==> src/rtl/vdot_pkg.sv <==
// Shared definitions for the serial FP16 dot-product block: FSM encoding,
// FP16 constants and small field classifiers used by the arithmetic units.
package vdot_pkg;

    typedef enum logic [1:0] {
        IDLE  = 2'd0,
        RUN   = 2'd1,
        DRAIN = 2'd2,
        DONE  = 2'd3
    } vdot_state_t;

    localparam logic [15:0] FP16_ZERO = 16'h0000;
    localparam logic [15:0] FP16_INF  = 16'h7c00;
    localparam logic [15:0] FP16_QNAN = 16'h7e00;

    // Subnormals are flushed, so a zero exponent field means zero.
    function automatic logic fp16_is_zero(input logic [4:0] e);
        return e == 5'd0;
    endfunction

    function automatic logic fp16_is_inf(input logic [4:0] e, input logic [9:0] m);
        return (e == 5'h1f) && (m == 10'd0);
    endfunction

    function automatic logic fp16_is_nan(input logic [4:0] e, input logic [9:0] m);
        return (e == 5'h1f) && (m != 10'd0);
    endfunction

endpackage

==> src/rtl/vdot_serial_n_vadd.sv <==
// Combinational FP16 adder, round-to-nearest-even with guard/round/sticky,
// subnormals flushed to zero; ovf flags a finite sum that overflowed.
module VADD
    import vdot_pkg::*;
(
    input  logic [15:0] a,
    input  logic [15:0] b,
    output logic [15:0] s,
    output logic        ovf
);

    logic        swap;
    logic [15:0] x;
    logic [15:0] y;
    logic [4:0]  d;
    logic [3:0]  sh;
    logic [13:0] x_ext;
    logic [13:0] y_ext;
    logic [27:0] y_wide;
    logic [13:0] y_al;
    logic        sub;
    logic [14:0] sum;
    logic [3:0]  lz;
    logic [13:0] mant;
    logic [6:0]  exp_o;
    logic        inc;
    logic [10:0] frac_rnd;
    logic [6:0]  exp_f;

    // Align the smaller operand, add or subtract, normalise, round, classify.
    always_comb begin
        s      = FP16_ZERO;
        ovf    = 1'b0;
        swap   = b[14:0] > a[14:0];
        x      = swap ? b : a;
        y      = swap ? a : b;
        d      = x[14:10] - y[14:10];
        sh     = (d > 5'd15) ? 4'd15 : d[3:0];
        x_ext  = {1'b1, x[9:0], 3'b000};
        y_ext  = {1'b1, y[9:0], 3'b000};
        y_wide = {y_ext, 14'd0} >> sh;
        y_al   = {y_wide[27:15], y_wide[14] | (|y_wide[13:0])};
        sub    = x[15] ^ y[15];
        sum    = sub ? ({1'b0, x_ext} - {1'b0, y_al}) : ({1'b0, x_ext} + {1'b0, y_al});
        lz     = 4'd14;
        for (int i = 0; i < 14; i++) begin
            if (sum[i]) lz = 4'(13 - i);
        end
        if (sum[14]) begin
            mant  = {sum[14:2], sum[1] | sum[0]};
            exp_o = {2'b0, x[14:10]} + 7'd17;
        end else begin
            mant  = sum[13:0] << lz;
            exp_o = {2'b0, x[14:10]} + 7'd16 - {3'b0, lz};
        end
        inc      = mant[2] & (mant[1] | mant[0] | mant[3]);
        frac_rnd = {1'b0, mant[12:3]} + {10'd0, inc};
        exp_f    = exp_o + {6'd0, frac_rnd[10]};

        if (fp16_is_nan(a[14:10], a[9:0]) || fp16_is_nan(b[14:10], b[9:0]) ||
            (fp16_is_inf(a[14:10], a[9:0]) && fp16_is_inf(b[14:10], b[9:0]) && (a[15] != b[15]))) begin
            s = FP16_QNAN;
        end else if (fp16_is_inf(a[14:10], a[9:0])) begin
            s = {a[15], FP16_INF[14:0]};
        end else if (fp16_is_inf(b[14:10], b[9:0])) begin
            s = {b[15], FP16_INF[14:0]};
        end else if (fp16_is_zero(a[14:10]) && fp16_is_zero(b[14:10])) begin
            s = {a[15] & b[15], 15'd0};
        end else if (fp16_is_zero(a[14:10])) begin
            s = b;
        end else if (fp16_is_zero(b[14:10])) begin
            s = a;
        end else if (!mant[13]) begin
            s = FP16_ZERO;
        end else if (exp_f >= 7'd47) begin
            s   = {x[15], FP16_INF[14:0]};
            ovf = 1'b1;
        end else if (exp_f <= 7'd16) begin
            s = {x[15], 15'd0};
        end else begin
            s = {x[15], exp_f[4:0] - 5'd16, frac_rnd[9:0]};
        end
    end

endmodule

==> src/rtl/vdot_serial_n_vmult.sv <==
// Combinational FP16 multiplier, round-to-nearest-even, subnormals flushed
// to zero; ovf flags a finite product that rounded beyond the FP16 range.
module VMULT
    import vdot_pkg::*;
(
    input  logic [15:0] a,
    input  logic [15:0] b,
    output logic [15:0] p,
    output logic        ovf
);

    logic        sign;
    logic [21:0] prod;
    logic        norm;
    logic [9:0]  frac;
    logic        guard;
    logic        sticky;
    logic        inc;
    logic [10:0] frac_rnd;
    logic [6:0]  exp_b;

    // Multiply significands, normalise, round, then classify the result.
    always_comb begin
        p        = FP16_ZERO;
        ovf      = 1'b0;
        sign     = a[15] ^ b[15];
        prod     = {11'd0, 1'b1, a[9:0]} * {11'd0, 1'b1, b[9:0]};
        norm     = prod[21];
        if (norm) begin
            frac   = prod[20:11];
            guard  = prod[10];
            sticky = |prod[9:0];
        end else begin
            frac   = prod[19:10];
            guard  = prod[9];
            sticky = |prod[8:0];
        end
        inc      = guard & (sticky | frac[0]);
        frac_rnd = {1'b0, frac} + {10'd0, inc};
        exp_b    = {2'b0, a[14:10]} + {2'b0, b[14:10]} + {6'd0, norm} + {6'd0, frac_rnd[10]};

        if (fp16_is_nan(a[14:10], a[9:0]) || fp16_is_nan(b[14:10], b[9:0]) ||
            (fp16_is_inf(a[14:10], a[9:0]) && fp16_is_zero(b[14:10])) ||
            (fp16_is_zero(a[14:10]) && fp16_is_inf(b[14:10], b[9:0]))) begin
            p = FP16_QNAN;
        end else if (fp16_is_inf(a[14:10], a[9:0]) || fp16_is_inf(b[14:10], b[9:0])) begin
            p = {sign, FP16_INF[14:0]};
        end else if (fp16_is_zero(a[14:10]) || fp16_is_zero(b[14:10])) begin
            p = {sign, 15'd0};
        end else if (exp_b >= 7'd46) begin
            p   = {sign, FP16_INF[14:0]};
            ovf = 1'b1;
        end else if (exp_b <= 7'd15) begin
            p = {sign, 15'd0};
        end else begin
            p = {sign, exp_b[4:0] - 5'd15, frac_rnd[9:0]};
        end
    end

endmodule

==> src/rtl/vdot_serial_n.sv <==
// Serial FP16 dot product: one element pair per cycle through a registered
// multiply stage into an accumulating add stage, with a sticky overflow flag.
module vdot_serial_n
    import vdot_pkg::*;
#(
    parameter  int LEN   = 16,
    localparam int CNT_W = $clog2(LEN + 1)
) (
    input  logic        Clk,
    input  logic        Rst,
    input  logic        start,
    input  logic        accum,
    input  logic [15:0] A,
    input  logic [15:0] B,
    input  logic        in_valid,
    output logic        in_ready,
    output logic [15:0] out,
    output logic        V,
    output logic        busy,
    output logic        done
);

    vdot_state_t      state;
    vdot_state_t      state_nxt;
    logic [CNT_W-1:0] cnt;
    logic             accept;
    logic             start_ok;
    logic [15:0]      prod_q;
    logic             prod_ovf_q;
    logic             prod_v;
    logic [15:0]      mul_p;
    logic             mul_ovf;
    logic [15:0]      add_s;
    logic             add_ovf;

    assign accept   = in_valid & in_ready;
    assign start_ok = (state == IDLE) & start;

    VMULT u_mult (
        .a   (A),
        .b   (B),
        .p   (mul_p),
        .ovf (mul_ovf)
    );

    VADD u_add (
        .a   (out),
        .b   (prod_q),
        .s   (add_s),
        .ovf (add_ovf)
    );

    // State register.
    always_ff @(posedge Clk or posedge Rst) begin
        if (Rst) state <= IDLE;
        else     state <= state_nxt;
    end

    // Next-state decode plus the state-derived handshake/status outputs.
    always_comb begin
        state_nxt = state;
        in_ready  = 1'b0;
        busy      = 1'b1;
        case (state)
            IDLE: begin
                busy = 1'b0;
                if (start) state_nxt = RUN;
            end
            RUN: begin
                in_ready = 1'b1;
                if (in_valid && (cnt == CNT_W'(LEN - 1))) state_nxt = DRAIN;
            end
            DRAIN:   state_nxt = DONE;
            DONE:    state_nxt = IDLE;
            default: state_nxt = IDLE;
        endcase
    end

    // Count accepted pairs, saturating at LEN; cleared by each new start.
    always_ff @(posedge Clk or posedge Rst) begin
        if (Rst)                                cnt <= '0;
        else if (start_ok)                      cnt <= '0;
        else if (accept && cnt != CNT_W'(LEN))  cnt <= cnt + CNT_W'(1);
    end

    // Stage 1: register the product of each accepted pair with its valid flag.
    always_ff @(posedge Clk or posedge Rst) begin
        if (Rst) begin
            prod_q     <= FP16_ZERO;
            prod_ovf_q <= 1'b0;
            prod_v     <= 1'b0;
        end else begin
            prod_v <= accept;
            if (accept) begin
                prod_q     <= mul_p;
                prod_ovf_q <= mul_ovf;
            end
        end
    end

    // Stage 2: accumulate valid products; a start without accum clears first.
    always_ff @(posedge Clk or posedge Rst) begin
        if (Rst) begin
            out <= FP16_ZERO;
            V   <= 1'b0;
        end else if (start_ok && !accum) begin
            out <= FP16_ZERO;
            V   <= 1'b0;
        end else if (prod_v) begin
            out <= add_s;
            V   <= V | prod_ovf_q | add_ovf;
        end
    end

    // Completion pulse, one cycle, raised as the FSM leaves DONE.
    always_ff @(posedge Clk or posedge Rst) begin
        if (Rst) done <= 1'b0;
        else     done <= (state == DONE);
    end

endmodule

==> config.mk <==
export PLATFORM = sky130hd
export DESIGN_NAME = vdot_serial_n
export DESIGN_NICKNAME = d
export VERILOG_FILES = /design/src/rtl/vdot_pkg.sv /design/src/rtl/vdot_serial_n_vadd.sv /design/src/rtl/vdot_serial_n_vmult.sv /design/src/rtl/vdot_serial_n.sv
export SDC_FILE = /design/constraint.sdc
export NUM_CORES = 1
export LEC_CHECK = 0
export CAP_MARGIN = 15
export CORE_UTILIZATION = 40
export CTS_CLUSTER_SIZE = 20
export DETAILED_ROUTE_END_ITERATION = 12
export GPL_TIMING_DRIVEN = 0
export HOLD_SLACK_MARGIN = 0.06
export PLACE_DENSITY = 0.59
export SLEW_MARGIN = 15
export SYNTH_ARGS = -nofsm -noshare
export SYNTH_HDL_FRONTEND = slang
export SYNTH_SLANG_ARGS = --single-unit
==> constraint.sdc <==
create_clock -name Clk -period 12.7 [get_ports Clk]
set_input_delay 3.175 -clock Clk [delete_from_list [all_inputs] [get_ports Clk]]
set_output_delay 3.175 -clock Clk [all_outputs]
set_load 0.01 [all_outputs]
Yosys cells after proc, flatten, opt, wreduce, memory -nomap -nowiden
Index checks and enable logic that the tools add are counted.
{"block": "op_classes", "n_bitwise": 14, "mul": 1, "n_lt_le_gt_ge": 6, "add_sub_neg": 15, "eq_ne": 15, "n_reduce_logical": 45, "muxes": 60, "shift": 2}
{"cell": "16-bit two-way mux", "count": 12}
{"cell": "15-bit two-way mux", "count": 7}
{"cell": "10-bit zero test", "count": 4}
{"cell": "10-bit nonzero test", "count": 4}
{"cell": "4-bit two-way mux", "count": 9}
{"cell": "28-bit by 4-bit right shift with 28-bit output", "count": 1}
{"cell": "10-bit by 1-bit adder with 11-bit output", "count": 2}
{"cell": "11-bit by 11-bit multiplier with 22-bit output", "count": 1}
{"cell": "7-bit by 1-bit adder with 7-bit output", "count": 3}
{"cell": "5-bit == test (second input constant)", "count": 4}
{"cell": "5-bit zero test", "count": 4}
{"cell": "1-bit two-way mux", "count": 18}
{"cell": "1-bit logical AND", "count": 16}
{"cell": "14-bit by 14-bit adder with 15-bit output", "count": 1}
{"cell": "15-bit greater-than comparator", "count": 1}
{"cell": "14-bit by 14-bit subtractor with 15-bit output", "count": 1}
{"cell": "7-bit by 6-bit greater-or-equal comparator with 1-bit output (second input constant)", "count": 2}
{"cell": "14-bit two-way mux", "count": 1}
{"cell": "14-bit OR reduction", "count": 1}
{"cell": "14-bit by 4-bit << shifter with 14-bit output", "count": 1}
{"cell": "5-bit by 5-bit adder with 6-bit output (second input constant)", "count": 2}
{"cell": "3-bit two-way mux", "count": 4}
{"cell": "10-bit two-way mux", "count": 1}
{"cell": "5-bit two-way mux", "count": 2}
{"cell": "32 further kinds", "count": 56}
{"block": "word_totals", "out_inout_bits": 20, "elab_cells": 167, "register_bits": 43, "inputBits": 37}

Logic depth before layout (Yosys ltp)
{"block": "logic_depth", "depth_word": 43, "depth_mapped": 53, "depth_no_buf": 49}

Hierarchy
From an unflattened synthesis, not the netlist that was laid out.
{"block": "unflattened", "cells_unflattened": 1713, "area_unflattened_um2": 13155.1}
{"mod": "VADD", "area_per_inst_um2": 6045.8, "seq_area_each_um2": 0.0, "cells_each": 871, "n_inst": 1}
{"mod": "VMULT", "area_per_inst_um2": 5257.5, "seq_area_each_um2": 0.0, "cells_each": 664, "n_inst": 1}
{"mod": "vdot_serial_n", "area_per_inst_um2": 1851.8, "seq_area_each_um2": 1076.0, "cells_each": 178, "n_inst": 1}

Least setup slack after synthesis
No wires, ideal clock.
{"block": "synth_path", "path_type": "input to register", "startpoint": "in B[4]", "endpoint": "reg prod_q[5]", "slack_ns": 0.596, "n_path_buf": 2, "stages": 46, "t_required_ns": 12.566, "setup_ns": 0.134, "arrival_ns": 11.970, "path_cell_list": "clkbuf_1 > nand2_1 > fa_1 > inv_1 > ha_1 > fa_1 > ha_1 > inv_1 > fa_1 > inv_1 > ha_1 > nor2b_1 > o21ai_0 > a21boi_0 > o21ai_0 > a21boi_0 > o21ai_0 > a21boi_0 > (+10 left out) > clkbuf_1 > and2_1 > o21ai_0 > nor3_1 > and3b_1 > fa_1 > ha_1 > xnor2_1 > nand2b_1 > o31a_1 > o21ai_1 > nor4b_1 > nor2b_1 > inv_1 > nor2_1 > and4_1 > a211oi_1 > o31ai_1"}
{"block": "synth_via", "elab_chain_cells": 13, "elab_cells_between_ends": 27, "classes_between": "add/sub (3); mul (1); order compare (2); mux (8); bitwise (2); reduce/logical (11)"}
{"element": "start: declaration", "line": "vdot_serial_n.sv:14", "source": "input logic [15:0] B,"}
{"element": "11-bit by 11-bit multiplier with 22-bit output", "line": "vdot_serial_n_vmult.sv:27", "source": "prod = {11'd0, 1'b1, a[9:0]} * {11'd0, 1'b1, b[9:0]};"}
{"element": "10-bit OR reduction / 9-bit OR reduction (equally long branches)", "line": "vdot_serial_n_vmult.sv:32, vdot_serial_n_vmult.sv:36"}
{"element": "1-bit two-way mux", "line": "vdot_serial_n_vmult.sv:29", "source": "if (norm) begin"}
{"element": "1-bit bitwise OR", "line": "vdot_serial_n_vmult.sv:38", "source": "inc = guard & (sticky | frac[0]);"}
{"element": "1-bit AND", "line": "vdot_serial_n_vmult.sv:38"}
{"element": "10-bit by 1-bit adder with 11-bit output", "line": "vdot_serial_n_vmult.sv:39", "source": "frac_rnd = {1'b0, frac} + {10'd0, inc};"}
{"element": "7-bit by 1-bit adder with 7-bit output", "line": "vdot_serial_n_vmult.sv:40", "source": "exp_b = {2'b0, a[14:10]} + {2'b0, b[14:10]} + {6'd0, norm} + {6'd0, frac_rnd[10]};"}
{"element": "7-bit by 4-bit <= comparator with 1-bit output", "line": "vdot_serial_n_vmult.sv:53", "source": "end else if (exp_b <= 7'd15) begin"}
{"element": "15-bit two-way mux", "line": "vdot_serial_n_vmult.sv:53"}
{"element": "15-bit two-way mux", "line": "vdot_serial_n_vmult.sv:50", "source": "end else if (exp_b >= 7'd46) begin"}
{"element": "15-bit two-way mux", "line": "vdot_serial_n_vmult.sv:48", "source": "end else if (fp16_is_zero(a[14:10]) || fp16_is_zero(b[14:10])) begin"}
{"element": "15-bit two-way mux", "line": "vdot_serial_n_vmult.sv:46", "source": "end else if (fp16_is_inf(a[14:10], a[9:0]) || fp16_is_inf(b[14:10], b[9:0])) begin"}
{"element": "16-bit two-way mux *", "line": "vdot_serial_n_vmult.sv:42", "source": "if (fp16_is_nan(a[14:10], a[9:0]) || fp16_is_nan(b[14:10], b[9:0]) ||"}
{"element": "end signal: assignment", "line": "vdot_serial_n.sv:95", "source": "prod_q <= mul_p;"}
{"element": "end: declaration", "line": "vdot_serial_n.sv:28", "source": "logic [15:0] prod_q;"}
Every way passes the cells marked *; elsewhere a longest branch is shown, timed or not.
A chain may end at the register's enable or synchronous reset.

Worst setup path in the final report
{"block": "layout_path", "startpoint": "in B[7]", "endpoint": "reg prod_q[5]"}
The elaborated chain is that of the path after synthesis.

==> out/metrics.yaml <==
layout:
  nets: 1836
  finalInstanceArea_um2: 13200
  layout_commonest_cell: "nand2_1"
  fillers: 2909
  final_cell_mix: "nand2_1 (168), inv_1 (144), ha_1 (123)"
  drive_above_1_share: 0.0728
  synthToLayoutAreaGrowth_pct: 12.9
  final_cells: 1978
critical_path:
  arrival_ps: 12400
  ff2ff_path_depth: 43
  cpPeakStageDelay_ps: 560
  critPathLaunchType: "primary input"
  path_buf_inv: 6
  end_kind: "register"
  slowest_stage: "fa_1"
  cp_top_family: "adder cells"
  critPathMaxFanout: 10
  crit_required_ps: 12870
  r2r_start: "out[13]"
  critical_path_class: "primary input to register"
  cp-startpoint: "B[7]"
  cpMostUsedCell: "fa_1"
  crit_cells: 42
detailed_routing:
  drtPass1Iterations: 5
  vias_per_cell: 5.76
  drtIter0Drc: 814
  antenna_left: 0
  wl_per_cell_um: 18.1
  drcViolationCount: 0
  via_count: 11400
  drt-total-wl_um: 35900
global_routing:
  met1_usage: 0.315
  grt_util_met3: 0.0162
  grt.overflow.total: 0
  grt_start_max_net_pins: 34
  top_usage_layer: "met2"
  grt_pass1_vias: 11200
  antenna_found_initial: 1
  use_met2: 0.417
  grt_pass1_wl_um: 58700
  grt_usage: 0.237
yosys:
  netlist_instances: 1524
  ys_seq_elements: 43
  synth-edff-count: 0
  synthArstFlopShare: 1.00
  synth_ff_type: "dfrtp_1"
  synth_area_per_cell_um2: 7.70
  synth_warnings: 0
  netlist.top_cell.by_area: "fa_1"
  ys_types: 105
  synthTopCellsByArea: "fa_1 (14%), ha_1 (13%), dfrtp_1 (9.2%)"
  synth_top_area_frac: 0.143
  synth_fp_nets: 1768
  netlist_area_um2: 11700
  yosysSeqAreaShare: 0.0917
placement:
  hpwl_um: 30100
  place_congestion: 0.951
  port_buffers: 56
  place_area_um2: 12800
  dp.cells: 1965
clock_tree:
  cts_buffers: 5
  clock_latency_ps: 290
  clkSlewWorstSetupHoldPaths_ps: 60
  cts_tree: "built"
  cts-root-buf: "clkbuf_16"
  cts_htree_levels: 2
  clock-sinks: 43
  ctsLongestPathBuffers: 2
  cts_hold_buf: 0
sta:
  finalSetupViolCount: 0
  setup_tns_ps: 0
  fmaxAchievable_ghz: 0.0817
  relSlewSlack: 0.361
  hold_violations: 0
  maxSlewViolCount: 0
  fin_crit_sh: 0.964
  skew_ps: 7.35
  fin_crit_ps: 12240
  worst-slew-pin-transition_ps: 953
  hold_slack_ps: 526
worst_hold_path:
  min_path_type: "register to register"
  hp-start: "prod_ovf_q"
  hold_path_depth: 1
floorplan:
  start_util: 0.408
  ios: 57
  core_area_um2: 28800
  num_rows: 62
  die_height_um: 173
  die_area_um2: 30000
  die_x_um: 173
run:
  maxCapViolations: 0
outcome:
  status: "finished clean"
[sequential cells by signal, indices dropped and copies added (netlist names)]
| name | flops |
|---|---|
| prod_v | 1 |
| prod_ovf_q | 1 |
| out | 16 |
| V | 1 |
| done | 1 |
| state | 2 |
| cnt | 5 |
| prod_q | 16 |
[layer usage]
| layer | vias to the layer above | share of wire |
|---|---|---|
| met5 | - | 0 |
| met4 | 0 | 0.022 |
| met3 | 58 | 0.042 |
| met2 | 333 | 0.49 |
| met1 | 5434 | 0.45 |
| li1 | 5568 | - |
[cells by family (layout without fill, tap and decap cells)]
family,count (synthesis),after routing,synth area share
AOI/OAI and AO/OA,448,448,0.263
buffers and inverters,212,281,0.0699
adders and majority gates,209,209,0.276
DFF,43,43,0.0917
xor gates and xnor gates,62,62,0.0485
muxes,41,41,0.0368
other,0,1,0
and+or+nand+nor,509,509,0.214
[cell usage after synthesis, drive strengths merged, types with 14 or more instances]
cell	instances
a31oi	18
mux2i	33
nor3	27
clkbuf	50
a22oi	20
and3	17
o21ai	108
dfrtp	43
a21oi	103
a21o	15
nor4	14
xor2	23
ha	123
o22ai	16
nand4	16
o211ai	19
o21a	14
nor2	105
a211oi	17
nand2b	14
a21boi	14
nand2	168
nand3	30
and2	79
fa	84
xnor2	39
inv	149
[metrics by stage]
stage | util | worst slack, ps
2_1_floorplan | - | 596
3_3_place_gp | 0.444 | -1790
3_5_place_dp | 0.445 | -1910
4_1_cts | 0.453 | 30.9
5_1_grt | 0.460 | -52.0
6_report | 0.460 | 461
[layout make-up]
type | instances | area, µm² | area share
diodes | 1 | 2.50 | 0.000189
plain buffers | 59 | 313 | 0.0236
clock buffers | 5 | 125 | 0.00945
clock inverters | 3 | 46.3 | 0.00350
inverters | 150 | 566 | 0.0427
multi-input cells | 1269 | 9980 | 0.754
flip-flops and latches | 43 | 1080 | 0.0812
well taps | 384 | 480 | 0.0363
repair buffers | 64 | 653 | 0.0493
[path summary, 6_finish.rpt]
| check | endpoint | slack (ps) |
|---|---|---|
| setup / recovery | prod_q[5] | 460 |
| setup reg to reg | out[4] | 1000 |
| min in group asynchronous | out[2] | 3150 |
| hold / removal | prod_ovf_q | 530 |
| max in group asynchronous | prod_q[6] | 9100 |
| hold reg to reg | prod_ovf_q | 530 |
[repair_timing]
action | 4_1_cts | 5_1_grt
setup endpoints to repair | 16 | 30
setup buffers | 1 | 6
gates resized for setup | 39 | 60
pin swaps | 1 | 6
Power is not shown: default switching activity piles up to over one toggle a cycle in this logic, so the estimate is an artifact.
